### config.mk
export PLATFORM = sky130hd
export DESIGN_NAME = gp_alu_sched
export DESIGN_NICKNAME = d
export VERILOG_FILES = /design/src/rtl/gp_alu_sched.sv
export SDC_FILE = /design/constraint.sdc
export NUM_CORES = 2
export LEC_CHECK = 0
export CORE_ASPECT_RATIO = 0.8
export CORE_MARGIN = 2
export CORE_UTILIZATION = 56
export DETAILED_ROUTE_END_ITERATION = 7
export PLACE_DENSITY = 0.76
export SYNTH_ARGS = -nofsm -noshare
export SYNTH_HDL_FRONTEND = slang
export SYNTH_SLANG_ARGS = --single-unit
### constraint.sdc
create_clock -name clk -period 9.9 [get_ports clk]
set_input_delay 2.475 -clock clk [delete_from_list [all_inputs] [get_ports clk]]
set_output_delay 2.475 -clock clk [all_outputs]
set_load 0.01 [all_outputs]
### src/rtl/gp_alu_sched.sv
// gp_alu_sched: round-robin sharing of one gp_alu among NUM_REQ requesters.
// Operands are registered before the ALU so that the multiplier path gets
// MUL_CYCLES full clock periods; the result is registered before it is returned.

// gp_alu: purely combinational 32-bit ALU with {zero, negative, overflow, carry} flags.
module gp_alu (
    input  logic [31:0] a,
    input  logic [31:0] b,
    input  logic [3:0]  op,
    output logic [31:0] result,
    output logic [3:0]  flags,
    output logic        err
);

    logic [32:0] sum;
    logic [32:0] diff;
    logic [31:0] prod;
    logic        ovf;
    logic        carry;

    assign sum  = {1'b0, a} + {1'b0, b};
    assign diff = {1'b0, a} - {1'b0, b};
    // Low 32 bits of a product are identical for signed and unsigned operands.
    assign prod = a * b;

    // Operation decode; illegal codes yield a zero result and raise err.
    always_comb begin
        result = '0;
        ovf    = 1'b0;
        carry  = 1'b0;
        err    = 1'b0;
        case (op)
            4'b0000: begin
                result = sum[31:0];
                carry  = sum[32];
                ovf    = (a[31] == b[31]) && (sum[31] != a[31]);
            end
            4'b0001: begin
                result = diff[31:0];
                carry  = diff[32];
                ovf    = (a[31] != b[31]) && (diff[31] != a[31]);
            end
            4'b0010: result = a & b;
            4'b0011: result = a | b;
            4'b0100: result = a ^ b;
            4'b0101: result = ~a;
            4'b0110: result = a << b[4:0];
            4'b0111: result = a >> b[4:0];
            4'b1000: result = prod;
            4'b1001: result = $signed(a) >>> b[4:0];
            default: err = 1'b1;
        endcase
        flags = {(result == 32'd0), result[31], ovf, carry};
    end

endmodule

module gp_alu_sched #(
    parameter int NUM_REQ    = 2,
    parameter int MUL_CYCLES = 2
) (
    input  logic                  clk,
    input  logic                  rst,
    input  logic [NUM_REQ-1:0]    req_valid,
    output logic [NUM_REQ-1:0]    req_ready,
    input  logic [32*NUM_REQ-1:0] req_a,
    input  logic [32*NUM_REQ-1:0] req_b,
    input  logic [4*NUM_REQ-1:0]  req_op,
    output logic [NUM_REQ-1:0]    rsp_valid,
    input  logic [NUM_REQ-1:0]    rsp_ready,
    output logic [31:0]           rsp_result,
    output logic [3:0]            rsp_flags,
    output logic                  rsp_err,
    output logic                  busy
);

    localparam int ID_W = (NUM_REQ > 1) ? $clog2(NUM_REQ) : 1;
    localparam logic [3:0] OP_MUL = 4'b1000;

    typedef enum logic [1:0] {
        IDLE = 2'd0,
        EXEC = 2'd1,
        RESP = 2'd2
    } state_t;

    state_t            state;
    logic [ID_W-1:0]   rr_ptr;
    logic [ID_W-1:0]   id_q;
    logic [31:0]       a_q;
    logic [31:0]       b_q;
    logic [3:0]        op_q;
    logic [1:0]        exec_cnt;

    logic              any_valid;
    logic [ID_W-1:0]   winner;
    logic [31:0]       sel_a;
    logic [31:0]       sel_b;
    logic [3:0]        sel_op;

    logic [31:0]       alu_result;
    logic [3:0]        alu_flags;
    logic              alu_err;

    // Round-robin search: first valid requester at or after rr_ptr, wrapping.
    always_comb begin
        int idx;
        any_valid = 1'b0;
        winner    = '0;
        idx       = 0;
        for (int k = 0; k < NUM_REQ; k++) begin
            idx = int'(rr_ptr) + k;
            if (idx >= NUM_REQ) begin
                idx = idx - NUM_REQ;
            end
            if (!any_valid && req_valid[ID_W'(idx)]) begin
                any_valid = 1'b1;
                winner    = ID_W'(idx);
            end
        end
    end

    assign sel_a  = req_a[int'(winner)*32 +: 32];
    assign sel_b  = req_b[int'(winner)*32 +: 32];
    assign sel_op = req_op[int'(winner)*4 +: 4];

    // Grant is combinational so the requester sees ready in its request cycle.
    always_comb begin
        req_ready = '0;
        if (state == IDLE && any_valid) begin
            req_ready[winner] = 1'b1;
        end
    end

    assign busy = (state != IDLE);

    gp_alu u_alu (
        .a      (a_q),
        .b      (b_q),
        .op     (op_q),
        .result (alu_result),
        .flags  (alu_flags),
        .err    (alu_err)
    );

    // Scheduler FSM: accept, execute for the op's cycle budget, hold the response.
    always_ff @(posedge clk or posedge rst) begin
        if (rst) begin
            state      <= IDLE;
            rr_ptr     <= '0;
            id_q       <= '0;
            a_q        <= '0;
            b_q        <= '0;
            op_q       <= '0;
            exec_cnt   <= '0;
            rsp_valid  <= '0;
            rsp_result <= '0;
            rsp_flags  <= '0;
            rsp_err    <= 1'b0;
        end else begin
            case (state)
                IDLE: begin
                    if (any_valid) begin
                        a_q      <= sel_a;
                        b_q      <= sel_b;
                        op_q     <= sel_op;
                        id_q     <= winner;
                        exec_cnt <= (sel_op == OP_MUL) ? 2'(MUL_CYCLES - 1) : 2'd0;
                        rr_ptr   <= (winner == ID_W'(NUM_REQ - 1)) ? '0 : winner + ID_W'(1);
                        state    <= EXEC;
                    end
                end
                EXEC: begin
                    if (exec_cnt == 2'd0) begin
                        rsp_result <= alu_result;
                        rsp_flags  <= alu_flags;
                        rsp_err    <= alu_err;
                        rsp_valid  <= NUM_REQ'(1) << id_q;
                        state      <= RESP;
                    end else begin
                        exec_cnt <= exec_cnt - 2'd1;
                    end
                end
                RESP: begin
                    // Only the granted requester can release the response.
                    if (rsp_ready[id_q]) begin
                        rsp_valid <= '0;
                        state     <= IDLE;
                    end
                end
                default: state <= IDLE;
            endcase
        end
    end

endmodule

==> results.cfg <==
[outcome]
outcome = finished with violations
violations = max-capacitance violations, max-slew violations

[place]
dp.final_hpwl_um = 103000
portBuffers = 182
placed_cells = 4435
place_congestion = 1.14

[worst_setup_path]
end_kind = flop
critPathRequiredTime_ps = 10210
worst_ep_arrival_time_ps = 9520
crit_type = flop to flop
start_kind = flop
critPathMaxFanout = 21

[routing]
drt_iter0_markers = 4801
routed_wl_um = 134000
vias_per_cell = 6.72
drc = 0
antenna_left = 0
drt-wirelength-per-cell_um = 30.0
dr.pass1.iters = 8
via_count = 29900

[logic_synthesis]
yosysWarnings = 0
syn_avg_cell_area_um2 = 8.17
ys.flop_type = dfrtp_1
async_reset_ff_share_pct = 100
synth_cell_types = 104
syn-cell-area_um2 = 30200
seq_area_frac_synth_pct = 9.29
ys_ff_latch = 112
synthesis.nets = 4469
synth_cells = 3696
synth-edff-count = 0

[sta]
setup_violations = 0
fin_crit_ps = 9210
tightest_slew_ps = 1540
hold_viol_final = 0
skew_ps = 48.9
rsz0062_at_grt = false
maxSlewViolCount = 2
slew_headroom_pct = -4.35
fmax_ghz = 0.109
period_share_pct = 93.1
fin_tns_setup_ps = 0

[floorplanning]
fp.dieH_um = 212
die_area_um2 = 55800
die_w_um = 264
rows = 76
coreArea_um2 = 53500
initial_core_util_pct = 56.4
ios = 184

[global_routing]
grt_pass1_vias = 28700
grt_pass1_wl_um = 193000
grt_max_degree = 108
antenna_found_initial = 5
track_usage_pct = 48.1
grt-ovfl-total = 0

[clock_tree]
cts-root-buf = clkbuf_16
cts.htree.levels = 3
cts_buffers = 9
post-cts-setup-buffers = 0
path_clk_slew_ps = 100
clk_latency_ps = 440
clk_path_buf_depth = 2
post_cts_resized = 0
cts_tree = done
clock-sinks = 112
cts-hold-fix-buffers = 0

[layout]
area.sequential_um2 = 2820
fill_cells = 4829
finalNonFillerCells = 4453
final_nets = 4517
syn_to_final_growth_pct = 9.57
drive_above_1_share_pct = 7.07
multi_input_area_um2 = 24500

[run]
drv_cap = 1

[worst_hold_path]
hold_class = flop to flop
## registers in the layout (all words and copies together) (netlist names)
register	flops
rsp_valid	2
rsp_flags	4
rsp_err	1
state	2
id_q	1
a_q	32
b_q	32
exec_cnt	2
rr_ptr	1
op_q	4
rsp_result	31
## Yosys cell counts, types with 31 or more instances
library cell	number	area, um2
mux4_2	45	1010
a31oi_1	31	194
a21oi_1	147	736
mux2_2	33	372
dfrtp_1	112	2800
inv_1	463	1740
buf_1	39	146
clkbuf_1	177	664
o21ai_0	184	921
nor2_1	454	1700
nor3_1	45	225
nand2_1	467	1750
ha_1	221	2770
a211oi_1	34	255
nand3_1	38	190
buf_2	36	180
mux2i_1	119	1190
xnor2_1	79	692
fa_1	410	8210
## path summary, 6_finish.rpt
check                                end     startpoint  slack (ps)  depth (start not counted)
setup reg to reg            rsp_flags[3]         b_q[2]         690                         27
max in group asynchronous  rsp_result[7]            rst        6140                          3
setup / recovery            rsp_flags[3]         b_q[2]         690                         27
min in group asynchronous        b_q[17]            rst        2490                          2
hold reg to reg            rsp_result[1]  rsp_result[1]         480                          2
hold / removal             rsp_result[1]  rsp_result[1]         480                          2
## layer usage
metal / up-vias / track usage [%] / part of all wire, %
met4: 8 / 26.9 / 7.0
met5: - / 2.01 / 0.13
li1: 12400 / - / -
met1: 14500 / 63.8 / 37
met3: 531 / 20.2 / 17
met2: 2523 / 65.5 / 39
## logic make-up after synthesis
group | Yosys count | share of synthesized area, %
AO/OA/AOI/OAI | 720 | 15.9
XOR/XNOR | 101 | 2.93
adder cells (fa/ha/maj) | 631 | 36.4
buffers and inverters | 748 | 9.75
flip-flops | 112 | 9.29
multiplexers | 208 | 9.00
AND/OR/NAND/NOR | 1176 | 16.8
## cell usage in the layout (no fill, tap or decap), types with 17 or more instances in the layout
master	n
a211oi_1	34
a21o_1	27
a21oi_1	147
a31oi_1	31
buf_4	119
clkdlybuf4s50_1	182
dfrtp_1	105
fa_1	410
ha_1	221
inv_1	462
mux2_2	33
mux2i_1	119
mux4_2	45
nand2_1	466
nand2b_1	29
nand3_1	38
nor2_1	454
nor2b_1	29
nor3_1	44
o211ai_1	24
o21ai_0	184
o21bai_1	17
o221ai_1	26
o22ai_1	29
xnor2_1	79
xor2_1	22
## through the flow
| stage | hold WS, ps | area [um2] | setup WS [ps] | util, % |
|---|---|---|---|---|
| finish | 477 | 33100 | 686 | 61.8 |
| global route | 512 | 33100 | 580 | 61.8 |
| CTS | 481 | 33100 | 916 | 61.8 |
| detailed placement | 462 | 32700 | 970 | 61.2 |
| global placement | 462 | 32700 | 1160 | 61.2 |
| floorplan | 492 | 30200 | 1330 | - |
## critical path, stage by stage, from the launching register on
cell       delay, ps
dfrtp_4          630
inv_2            540
nor2_1           210
fa_1             570
inv_1             50
fa_1             500
fa_1             450
fa_1             550
inv_1             50
fa_1             520
inv_1             70
fa_1             530
inv_1             50
fa_1             490
fa_1             430
ha_1             390
a21oi_1          130
o21ai_0          180
o2111ai_1        200
a21bo_2          280
nand2_1           60
o21ai_1          320
xor2_1           240
a211o_1          410
or3_1            470
nor3_1           290
nand4_1          230
o41ai_2          250
## area by class of cell
type                    instances  share of cell area, %
diodes                          2                 0.0151
clock buffers                   9                  0.681
clock inverters                 7                  0.291
inverters                     483                   5.49
multi-input cells            2836                   74.1
flip-flops and latches        112                   8.53
well taps                     702                   2.66
repair buffers                302                   8.27
Power is left out: the tool's default activity adds up to more than one toggle a clock period on the data nets, which glitch-free logic cannot reach.
